--- config.mk ---
export PLATFORM = sky130hd
export DESIGN_NAME = lfsr_prbs_lock_check_flat
export DESIGN_NICKNAME = d
export VERILOG_FILES = /design/src/rtl/lfsr_prbs_lock_check_if.sv /design/src/rtl/lfsr_prbs_lock_check.sv /design/src/flat_wrapper.sv
export SDC_FILE = /design/constraint.sdc
export NUM_CORES = 1
export LEC_CHECK = 0
export ABC_AREA = 1
export BUFFER_PORTS_ARGS = -buffer_cell sky130_fd_sc_hd__buf_4
export CELL_PAD_IN_SITES_DETAIL_PLACEMENT = 1
export CELL_PAD_IN_SITES_GLOBAL_PLACEMENT = 1
export CORE_UTILIZATION = 30
export CTS_CLUSTER_SIZE = 8
export DETAILED_ROUTE_END_ITERATION = 6
export PLACE_DENSITY_LB_ADDON = 0.1
export SETUP_SLACK_MARGIN = 0.15
export SLEW_MARGIN = 20
export SYNTH_ARGS = -nofsm -noshare
export SYNTH_HDL_FRONTEND = slang
export SYNTH_SLANG_ARGS = --single-unit
--- constraint.sdc ---
create_clock -name clk -period 1.3 [get_ports clk]
set_input_delay 0.26 -clock clk [delete_from_list [all_inputs] [get_ports clk]]
set_output_delay 0.26 -clock clk [all_outputs]
set_load 0.05 [all_outputs]
--- src/rtl/lfsr_prbs_lock_check_if.sv ---
// Stream-side bundle of the PRBS lock checker.
// The master drives received words and the count clear; the slave returns the error flags, lock status and error count.
interface lfsr_prbs_lock_check_if #(
  parameter int DATA_WIDTH  = 8,
  parameter int COUNT_WIDTH = 32
);
  logic [DATA_WIDTH-1:0]  data_in;
  logic                   data_in_valid;
  logic                   clear_count;
  logic [DATA_WIDTH-1:0]  error_out;
  logic                   error_valid;
  logic                   locked;
  logic [COUNT_WIDTH-1:0] error_count;

  modport master (
    output data_in, data_in_valid, clear_count,
    input  error_out, error_valid, locked, error_count
  );

  modport slave (
    input  data_in, data_in_valid, clear_count,
    output error_out, error_valid, locked, error_count
  );
endinterface

--- src/rtl/lfsr_prbs_lock_check.sv ---
// Self-synchronising PRBS checker with SEARCH/LOCKED lock tracking.
// Defining LFSR_PRBS_LOCK_CHECK_ERR_COUNT_EN adds the saturating error counter.
module lfsr_prbs_lock_check #(
  parameter int                    LFSR_WIDTH   = 9,
  parameter logic [LFSR_WIDTH-1:0] LFSR_POLY    = 9'h021,
  parameter string                 LFSR_CONFIG  = "FIBONACCI",
  parameter int                    REVERSE      = 0,
  parameter int                    INVERT       = 0,
  parameter int                    DATA_WIDTH   = 8,
  parameter int                    LOCK_COUNT   = 4,
  parameter int                    UNLOCK_COUNT = 8,
  parameter int                    COUNT_WIDTH  = 32
) (
  input  logic                  clk,
  input  logic                  rst,
  lfsr_prbs_lock_check_if.slave bus
);
  localparam int RUN_MAX = (LOCK_COUNT > UNLOCK_COUNT) ? LOCK_COUNT : UNLOCK_COUNT;
  localparam int RUN_W   = $clog2(RUN_MAX + 1);

  // Bit k-1 of the mask selects the received bit k positions back; the x^W term is always tapped.
  function automatic logic [LFSR_WIDTH-1:0] tap_mask_f();
    logic [LFSR_WIDTH-1:0] m;
    m = '0;
    m[LFSR_WIDTH-1] = 1'b1;
    for (int k = 1; k < LFSR_WIDTH; k++) begin
      if (LFSR_POLY[k]) begin
        if (LFSR_CONFIG == "GALOIS") m[LFSR_WIDTH-1-k] = 1'b1;
        else                         m[k-1] = 1'b1;
      end
    end
    return m;
  endfunction

  localparam logic [LFSR_WIDTH-1:0] TAP_MASK = tap_mask_f();

  typedef enum logic {SEARCH, LOCKED} lock_state_e;

  lock_state_e             fsm_q, fsm_d;
  logic [LFSR_WIDTH-1:0]   state_q, state_d;
  logic [RUN_W-1:0]        run_q, run_d;
  logic [DATA_WIDTH-1:0]   err_q, err_d;
  logic                    err_valid_q, err_valid_d;
  logic                    locked_q, locked_d;
  logic [DATA_WIDTH-1:0]   word_inv, word, err_now;
  logic [LFSR_WIDTH-1:0]   shift;

  // The MSB of each word is the earliest bit in time.
  always_comb begin
    word_inv = (INVERT != 0) ? ~bus.data_in : bus.data_in;
    word     = word_inv;
    if (REVERSE != 0) begin
      for (int i = 0; i < DATA_WIDTH; i++) word[i] = word_inv[DATA_WIDTH-1-i];
    end
    shift   = state_q;
    err_now = '0;
    for (int i = DATA_WIDTH - 1; i >= 0; i--) begin
      err_now[i] = word[i] ^ (^(shift & TAP_MASK));
      shift      = {shift[LFSR_WIDTH-2:0], word[i]};
    end
    state_d     = bus.data_in_valid ? shift : state_q;
    err_d       = bus.data_in_valid ? err_now : err_q;
    err_valid_d = bus.data_in_valid;
  end

  always_comb begin
    fsm_d = fsm_q;
    run_d = run_q;
    if (bus.data_in_valid) begin
      if (fsm_q == SEARCH) begin
        if (err_now == '0) begin
          if (run_q == RUN_W'(LOCK_COUNT - 1)) begin
            fsm_d = LOCKED;
            run_d = '0;
          end else begin
            run_d = run_q + RUN_W'(1);
          end
        end else begin
          run_d = '0;
        end
      end else begin
        if (err_now != '0) begin
          if (run_q == RUN_W'(UNLOCK_COUNT - 1)) begin
            fsm_d = SEARCH;
            run_d = '0;
          end else begin
            run_d = run_q + RUN_W'(1);
          end
        end else begin
          run_d = '0;
        end
      end
    end
    locked_d = (fsm_d == LOCKED);
  end

  always_ff @(posedge clk) begin
    if (rst) begin
      state_q     <= '1;
      fsm_q       <= SEARCH;
      run_q       <= '0;
      err_q       <= '0;
      err_valid_q <= 1'b0;
      locked_q    <= 1'b0;
    end else begin
      state_q     <= state_d;
      fsm_q       <= fsm_d;
      run_q       <= run_d;
      err_q       <= err_d;
      err_valid_q <= err_valid_d;
      locked_q    <= locked_d;
    end
  end

  assign bus.error_out   = err_q;
  assign bus.error_valid = err_valid_q;
  assign bus.locked      = locked_q;

`ifdef LFSR_PRBS_LOCK_CHECK_ERR_COUNT_EN
  localparam int PC_W  = $clog2(DATA_WIDTH + 1);
  localparam int SUM_W = ((COUNT_WIDTH > PC_W) ? COUNT_WIDTH : PC_W) + 1;

  logic [COUNT_WIDTH-1:0] count_q, count_d;
  logic [SUM_W-1:0]       pop, sum;

  // Only words that arrive while already locked are counted; clear beats any increment.
  always_comb begin
    pop = '0;
    for (int i = 0; i < DATA_WIDTH; i++) pop = pop + SUM_W'(err_now[i]);
    sum     = SUM_W'(count_q) + pop;
    count_d = count_q;
    if (bus.clear_count) begin
      count_d = '0;
    end else if (bus.data_in_valid && fsm_q == LOCKED) begin
      count_d = (sum > SUM_W'({COUNT_WIDTH{1'b1}})) ? '1 : sum[COUNT_WIDTH-1:0];
    end
  end

  always_ff @(posedge clk) begin
    if (rst) count_q <= '0;
    else     count_q <= count_d;
  end

  assign bus.error_count = count_q;
`else
  logic unused_clear_count;
  assign unused_clear_count = bus.clear_count;
  assign bus.error_count    = '0;
`endif
endmodule
--- src/flat_wrapper.sv ---
// flat-port wrapper written by rule: the top's interface ports become plain ports
module lfsr_prbs_lock_check_flat 
#(
  parameter int                    LFSR_WIDTH   = 9,
  parameter logic [LFSR_WIDTH-1:0] LFSR_POLY    = 9'h021,
  parameter string                 LFSR_CONFIG  = "         ",
  parameter int                    REVERSE      = 0,
  parameter int                    INVERT       = 0,
  parameter int                    DATA_WIDTH   = 8,
  parameter int                    LOCK_COUNT   = 4,
  parameter int                    UNLOCK_COUNT = 8,
  parameter int                    COUNT_WIDTH  = 32
)
  (clk, rst, bus_data_in, bus_data_in_valid, bus_clear_count, bus_error_out, bus_error_valid, bus_locked, bus_error_count);
  lfsr_prbs_lock_check_if #(.DATA_WIDTH(DATA_WIDTH), .COUNT_WIDTH(COUNT_WIDTH)) bus_i ();
  input  logic clk;
  input  logic rst;
  input wire logic [$bits(bus_i.data_in)-1:0] bus_data_in;
  input wire logic [$bits(bus_i.data_in_valid)-1:0] bus_data_in_valid;
  input wire logic [$bits(bus_i.clear_count)-1:0] bus_clear_count;
  output wire logic [$bits(bus_i.error_out)-1:0] bus_error_out;
  output wire logic [$bits(bus_i.error_valid)-1:0] bus_error_valid;
  output wire logic [$bits(bus_i.locked)-1:0] bus_locked;
  output wire logic [$bits(bus_i.error_count)-1:0] bus_error_count;
  assign bus_i.data_in = bus_data_in;
  assign bus_i.data_in_valid = bus_data_in_valid;
  assign bus_i.clear_count = bus_clear_count;
  assign bus_error_out = bus_i.error_out;
  assign bus_error_valid = bus_i.error_valid;
  assign bus_locked = bus_i.locked;
  assign bus_error_count = bus_i.error_count;
  lfsr_prbs_lock_check #(.LFSR_WIDTH(LFSR_WIDTH), .LFSR_POLY(LFSR_POLY), .LFSR_CONFIG(LFSR_CONFIG), .REVERSE(REVERSE), .INVERT(INVERT), .DATA_WIDTH(DATA_WIDTH), .LOCK_COUNT(LOCK_COUNT), .UNLOCK_COUNT(UNLOCK_COUNT), .COUNT_WIDTH(COUNT_WIDTH)) u_core (.clk(clk), .rst(rst), .bus(bus_i));
endmodule
### Word-level counts from Yosys, hierarchy flattened

Index checks and enable logic that the tools add are counted.

| word-level totals | value |
|---|---|
| bits in registers | 23 |
| input port bits | 12 |
| output and inout bits | 42 |
| logic and storage cells | 36 |

| cells by class | value |
|---|---|
| $add $sub $neg | 1 |
| equal/unequal tests | 2 |
| mux-type cells | 10 |
| bitwise logic cells | 8 |
| reduce and logical (&&, ||, !) cells | 10 |

Operators by type and width:

| operator | number |
|---|---|
| 9-bit parity | 8 |
| 4-bit two-way mux | 5 |
| 8-bit logical NOT | 1 |
| 8-bit nonzero test | 1 |
| 1-bit bitwise XOR | 8 |
| 1-bit two-way mux | 5 |
| 4-bit by 1-bit adder with 4-bit output (second input constant) | 1 |
| 4-bit by 2-bit == test with 1-bit output (second input constant) | 1 |
| 4-bit by 3-bit == test with 1-bit output (second input constant) | 1 |

### Logic depth before layout (Yosys ltp)

Gate-level depths: netlist of run 1.

| logic depth | value |
|---|---|
| depth after elaboration | 5 |
| depth in mapped cells | 13 |
| depth with buffers taken out | 13 |

### Worst setup path after synthesis of run 1

Ideal clock, no wire load.

| timing | value |
|---|---|
| path kind | reg-to-reg |
| from | register u_core.fsm_q |
| to | register u_core.run_q[3] |
| setup time | 0.128 ns |
| data arrival time | 1.211 ns |
| required time | 1.172 ns |
| slack | -0.039 ns |
| stages on the path, launching flop included | 8 |
| buffers on the path | 0 |
| clock period less this slack | 1.339 ns |
| path through | dfxtp_1 inv_1 nor2_1 a211oi_1 nand2_1 nor2_1 nor2_1 nor2_1 |

| on the way | value |
|---|---|
| word-level cells in the longest chain between the ends | 1 |

Ends and longest elaborated chain:

| what | RTL line | RTL |
|---|---|---|
| start, declared | lfsr_prbs_lock_check.sv:39 | `lock_state_e fsm_q, fsm_d;` |
| start signal, assigned | lfsr_prbs_lock_check.sv:107 | `fsm_q <= fsm_d;` |
| 4-bit two-way mux | lfsr_prbs_lock_check.sv:70 | `if (fsm_q == SEARCH) begin` |
| end signal, assigned | lfsr_prbs_lock_check.sv:108 | `run_q <= run_d;` |
| end, declared | lfsr_prbs_lock_check.sv:41 | `logic [RUN_W-1:0] run_q, run_d;` |

No other way between the ends.
A chain may end at the register's enable or synchronous reset.

### Worst setup path in the final report of run 1

| timing | value |
|---|---|
| from | register u_core.state_q[3] |
| to | register u_core.run_q[0] |

| on the way | value |
|---|---|
| word-level cells in the longest chain between the ends | 5 |
| elaborated cells between the ends (all ways) | 9 |
| those cells by class | mux (3); bitwise (2); reduce/logical (4) |

Ends and longest elaborated chain:

| what | RTL line | RTL |
|---|---|---|
| start, declared | lfsr_prbs_lock_check.sv:40 | `logic [LFSR_WIDTH-1:0] state_q, state_d;` |
| start signal, assigned | lfsr_prbs_lock_check.sv:106 | `state_q <= state_d;` |
| 9-bit parity | lfsr_prbs_lock_check.sv:58 | `err_now[i] = word[i] ^ (^(shift & TAP_MASK));` |
| 1-bit bitwise XOR | lfsr_prbs_lock_check.sv:58 |  |
| 8-bit logical NOT / 8-bit nonzero test (equally long branches) | lfsr_prbs_lock_check.sv:71, lfsr_prbs_lock_check.sv:82 |  |
| 4-bit two-way mux (on tied branches) | lfsr_prbs_lock_check.sv:71, lfsr_prbs_lock_check.sv:82 |  |
| 4-bit two-way mux (*) | lfsr_prbs_lock_check.sv:70 |  |

Every way passes the cells marked *; elsewhere a longest branch is shown, timed or not.

==> impl_metrics.yaml, run 1 <==
die:
  num_rows: 24
  die_h_um: 71.7
  dieArea_um2: 5140
  initial_utilization_pct: 32.4
  io_pins: 54
  core_region_area_um2: 4500
  die_width_um: 71.7
cts:
  cts_hold_buffers: 0
  cts_tree: "done"
  cts_sinks: 23
  numCtsBuffers: 3
  cts_max_level: 1
  cts_root_buf: "clkbuf_8"
  cts_buffer_depth: 2
  clock_latency_ps: 260
  clk_pin_slew_ps: 90
critical_path:
  r2r_end: "u_core.run_q[0]"
  critPathKind: "reg2reg"
  reg2reg_depth: 11
  r2r_start: "u_core.state_q[3]"
  worst-path-max-fanout: 3
  crit_required_ps: 1450
  worst_ep_arrival_time_ps: 1600
  start_kind: "flip-flop"
  rrSetupSlack_ps: -150
  worstSetupEndpointType: "flip-flop"
sta:
  setup_viol: 4
  setup_slack_ps: -153
  skew_ps: 9.38
  grt_setup_unrepaired: "yes"
  fmax_mhz: 688
  final.period_utilization_pct: 112
  fin_crit_ps: 1450
  hold_viol_final: 0
  slew_violations: 0
synthesis:
  synth_ff_type: "dfxtp_1"
  synth_cell_type_count: 22
  synth_top_area_cell: "dfxtp_1"
  ys_seq_elements: 23
  ys_top_cells_by_area: "dfxtp_1 (32%), buf_4 (16%), nand2_1 (14%)"
  synth_most_common_cell: "nand2_1"
  yosysTopAreaCellShare_pct: 31.6
  yosys-top-cells-count: "nand2_1 (55), buf_4 (32), inv_1 (25)"
  synth_area_per_cell_um2: 6.66
  seq_area_frac_synth_pct: 31.6
  synth_edf_count: 0
  synth_cells: 219
  post_synth_instance_area_um2: 1460
  yosys_warnings: 0
  asyncSetResetFlopFracSynth_pct: 0
final_layout:
  fin_cells: 325
  diodes: 0
  nets: 287
  area_growth_pct: 35.6
  layout-drive-gt1-share_pct: 42.1
power_and_ir_drop:
  leakagePower_nw: 1.05
  max-vdd-ir-drop_mv: 0.403
  powerDensity_nw_per_um2: 988
placement:
  dp_cells: 309
  port_buffers: 20
  dpl.hpwl_um: 2660
  gp_congestion: 0.739
  pre_cts_ws_ps: -148
run_status:
  status: "complete, but fails checks"
  violations: "negative setup slack"
route:
  viasPerCell: 4.31
  drt_iter0_markers: 34
  drc_errors: 0
  dr.pass1.iters: 2
  wirelength_um: 3520
  wire_per_inst_um: 10.8
  vias: 1400
  ant_nets: 0
min_path:
  min_to: "u_core.state_q[7]"
  whs_path_depth: 3
  hp-start: "bus_data_in[7]"
  min_path_type: "in2reg"
job:
  cap_violations: 0
grt:
  grt_pass1_vias: 1331
  gr-total-overflow: 0
  track_usage_pct: 14.7
  grt_pass1_wl_um: 5980
  antenna_found_initial: 0
  grt_max_degree: 19
==> state kept, by name, summed over array words and instances, names as in the netlist <==
name                    flops
u_core.run_q                4
u_core.bus.error_valid      1
u_core.fsm_q                1
u_core.bus.error_out        8
u_core.state_q              9
==> repair_timing <==
action,4_1_cts,5_1_grt
setup endpoints to repair,5,12
hold endpoints to repair,0,0
pin swaps,6,11
resized for setup,13,27
buffers inserted,5,7
==> critical path, stage by stage (launching register included) <==
cell and delay, ps:
dfxtp_2 370, inv_2 60, nand2_2 70, nand3_1 90, nand2_2 100, nand2_2 80
nor2_4 160, buf_4 130, buf_4 90, nand3b_1 70, nand3_1 70, a21oi_1 60
==> report_power, final <==
group | switching, mW | total, mW | internal, mW
combinational | 0.491 | 0.725 | 0.233
sequential | 0.0286 | 0.777 | 0.748
clock | 0.233 | 0.451 | 0.219
==> metrics by stage <==
stage	setup TNS, ps	hold WS (ps)	area (um^2)	util [%]	power, mW
after floorplan	0	360	1600	-	1.31
after global placement	-399	467	1730	38.5	1.41
after detailed placement	-499	477	1730	38.5	1.42
after CTS	-206	236	1850	41.0	1.90
after global routing	-1140	257	1980	43.9	2.08
final	-548	235	1980	43.9	1.95
==> layer usage <==
layer,global-route usage [%],part of all wire [%]
met3,1.69,3.4
met2,22.3,44
met4,5.23,0.96
met5,0,0
met1,21.5,51
==> placed cells by master, fill, tap and decap left out, types with 2 or more instances in the layout <==
cell      netlist  final
buf_4          32     51
conb_1          1     32
nand2_1        55     31
nand2_2         8     30
inv_1          25     25
dfxtp_1        23     14
a21oi_1        11     10
nor2_1         13     10
o21ai_0        10      9
nand3_1        11      9
o211ai_1        9      9
dfxtp_2         0      8
buf_6           0      5
inv_2           4      3
nand3b_1        3      3
nor2_2          0      3
clkbuf_8        0      3
clkinv_1        2      2
nand2_4         0      2
nand3_2         0      2
nor2_4          2      2
a211oi_1        2      2
==> cell families after synthesis <==
family | count (synthesis) | share of synthesized area, %
fa+ha+maj | 1 | 0.858
simple gates | 93 | 28.2
compound gates | 33 | 13.2
other cells | 1 | 0.257
flops | 23 | 31.6
buf+inv | 68 | 25.8
==> how the worst max path moves through the flow <==
stage / from / to / slack (ps) / cells after the start
floorplan: u_core.state_q[2] / u_core.run_q[2] / 100 / 12
global route: u_core.state_q[3] / u_core.run_q[2] / -280 / 12
CTS: u_core.state_q[4] / u_core.run_q[3] / -80 / 13
global placement: bus_data_in[3] / u_core.run_q[0] / -120 / 12
detailed placement: bus_data_in[4] / u_core.run_q[0] / -150 / 12
finish: u_core.state_q[3] / u_core.run_q[0] / -150 / 11
==> cell type report <==
| class | count | area [um^2] |
|---|---|---|
| Clock buffer | 4 | 45.0 |
| Fill cell | 602 | 2530 |
| Inverter | 31 | 119 |
| Multi-Input combinational cell | 159 | 835 |
| Sequential cell | 23 | 474 |
| Tap cell | 52 | 65.1 |
| Timing Repair Buffer | 56 | 439 |
Power figures use the tool's default switching activity.
==> run 2: changes to the inputs <==
ABC_AREA = default   (was 1)
CORE_UTILIZATION = 38   (was 30)
SKIP_CTS_REPAIR_TIMING = 1   (was default)
clock period = 1.85 ns   (was 1.3 ns; I/O delays follow)
==> run 2 against run 1 <==
Effect of this change:
- the flow now finishes without violations
- final cell count fell by 34%
- sequential share of layout area is 5.5 points higher
- maximum frequency is 15% lower
- flip-flop and latch count stayed put
- non-clock buffer count shrank 31
- clock skew is 7.8 ps lower
- critical path depth decreased by 6
- register-to-register slack improved by 300 ps
- via count decreased by 33%
- combinational power shrank 39%
- cell area fell by 21%
- total power shrank 33%
- critical endpoint is now u_core.run_q[3]
- largest cell class unchanged
- largest power group unchanged
- highest routed layer unchanged
==> impl_metrics.yaml, run 2 <==
synthesis:
  synth_ff_type: "dfxtp_1"
  yosys_warnings: 0
  seq_area_frac_synth_pct: 32.6
  yosysTopAreaCellShare_pct: 32.6
  asyncSetResetFlopFracSynth_pct: 0
  synth_cells: 145
  synth_top_area_cell: "dfxtp_1"
  synth_edf_count: 0
  synth_area_per_cell_um2: 9.75
  yosys-top-cells-count: "buf_4 (32), dfxtp_1 (23), nor2b_1 (16)"
  ys_seq_elements: 23
  post_synth_instance_area_um2: 1410
  synth_cell_type_count: 29
  synth_most_common_cell: "buf_4"
  ys_top_cells_by_area: "dfxtp_1 (33%), buf_4 (17%), nor2b_1 (7.1%)"
placement:
  dp_cells: 209
  gp_congestion: 0.678
  dpl.hpwl_um: 1940
  port_buffers: 20
die:
  io_pins: 54
  num_rows: 21
  die_h_um: 63.0
  core_region_area_um2: 3440
  die_width_um: 63.0
  dieArea_um2: 3970
  initial_utilization_pct: 41.1
final_layout:
  nets: 182
  layout-drive-gt1-share_pct: 21.4
  largest_reg_flops: 9
  fin_cells: 214
  final_core_util_pct: 45.5
  fillers: 413
  regMostFlops: "u_core.state_q"
  final_common_cell: "conb_1"
  final_cell_mix: "conb_1 (32), buf_4 (25), dfxtp_1 (22), nor2b_1 (16), a211o_1 (9)"
  diodes: 0
  area_growth_pct: 10.8
route:
  drt_iter0_markers: 20
  dr.pass1.iters: 4
  viasPerCell: 4.40
  vias: 941
  wire_per_inst_um: 12.5
  ant_nets: 0
  drc_errors: 0
  wirelength_um: 2680
sta:
  grt_setup_unrepaired: "yes"
  fmax_mhz: 588
  setup_viol: 0
  slew_violations: 0
  fin_crit_ps: 1700
  skew_ps: 1.61
  hold_viol_final: 0
  final.period_utilization_pct: 91.9
min_path:
  whs_path_depth: 2
  min_path_type: "in2reg"
critical_path:
  reg2reg_depth: 5
  worstSetupEndpointType: "flip-flop"
  crit_required_ps: 2010
  start_kind: "flip-flop"
  worst_ep_arrival_time_ps: 1860
  worst-path-max-fanout: 3
  critPathKind: "reg2reg"
power_and_ir_drop:
  max-vdd-ir-drop_mv: 0.488
  powerDensity_nw_per_um2: 840
  leakagePower_nw: 0.749
job:
  cap_violations: 0
grt:
  track_usage_pct: 14.1
  grt_max_degree: 36
  grt_pass1_vias: 937
  antenna_found_initial: 0
  grt_pass1_wl_um: 4270
  gr-total-overflow: 0
cts:
  numCtsBuffers: 3
  cts_max_level: 1
  cts_root_buf: "clkbuf_8"
  clock_latency_ps: 270
  clk_pin_slew_ps: 80
  cts_sinks: 23
  cts_tree: "done"
  cts_buffer_depth: 2
run_status:
  status: "finished, final reports clean"
[run 2: cell types whose count changed in the layout (fill, tap and decap cells not counted), sizes merged, moves of 6 or more]
cell | before | now
inv | 29 | 6
a21oi | 11 | 3
o211ai | 9 | 0
nand2 | 63 | 7
xnor3 | 0 | 6
a211o | 0 | 9
o21ai | 11 | 4
mux2i | 0 | 9
nor2b | 0 | 16
nor2 | 15 | 4
buf | 56 | 25
nand3 | 11 | 1
[run 2: path summary, 6_finish.rpt]
path	startpoint	to	slack, ps
min	bus_data_in[0]	u_core.state_q[0]	330
max	u_core.state_q[0]	u_core.run_q[3]	150
max reg2reg	u_core.state_q[0]	u_core.run_q[3]	150
min reg2reg	u_core.state_q[0]	u_core.state_q[8]	480
[run 2: worst max-delay path, stage by stage (launching register included)]
cell     delay [ps]
dfxtp_2         330
xnor3_1         400
nand4_2         150
nor4_4          270
mux2i_2         310
o21ai_0         110
[run 2: layout make-up]
type	instances	area, um^2	area share [%]
inverters	6	22.5	1.44
multi-input cells	110	792	50.6
flip-flops and latches	23	462	29.5
well taps	46	57.6	3.67
repair buffers	25	188	12.0
clock buffers	4	45.0	2.88
[run 2: logic make-up after synthesis]
| kind of cell | count (synthesis) | synth area share, % |
|---|---|---|
| AND/OR/NAND/NOR | 36 | 16.0 |
| buffers and inverters | 43 | 19.9 |
| adder cells (fa/ha/maj) | 1 | 0.885 |
| flip-flops | 23 | 32.6 |
| XOR/XNOR | 11 | 12.8 |
| AO/OA/AOI/OAI | 21 | 11.2 |
| other | 1 | 0.265 |
| multiplexers | 9 | 6.37 |
[run 2: metrics by stage]
step	power (mW)	instance area [um^2]	hold slack (ps)	setup TNS (ps)	setup slack, ps
after floorplan	0.962	1530	455	0	232
after global placement	0.993	1510	464	-0.247	-0.247
after detailed placement	0.999	1510	466	-99.8	-56.6
after CTS	1.33	1550	320	0	95.7
after global routing	1.38	1570	322	0	47.3
final	1.32	1570	327	0	149
[run 2: per-layer routing]
metal | vias up | track usage [%] | routed length, um
met2 | 28 | 24.3 | 1320
met3 | 5 | 3.10 | 123
met1 | 443 | 16.0 | 1180
met4 | 0 | 7.85 | 55
met5 | - | 0 | 0
li1 | 465 | - | -
[run 2: where the power goes]
group | switching (mW) | internal, mW
Combinational | 0.304 | 0.140
Sequential | 0.0197 | 0.528
Clock | 0.169 | 0.154
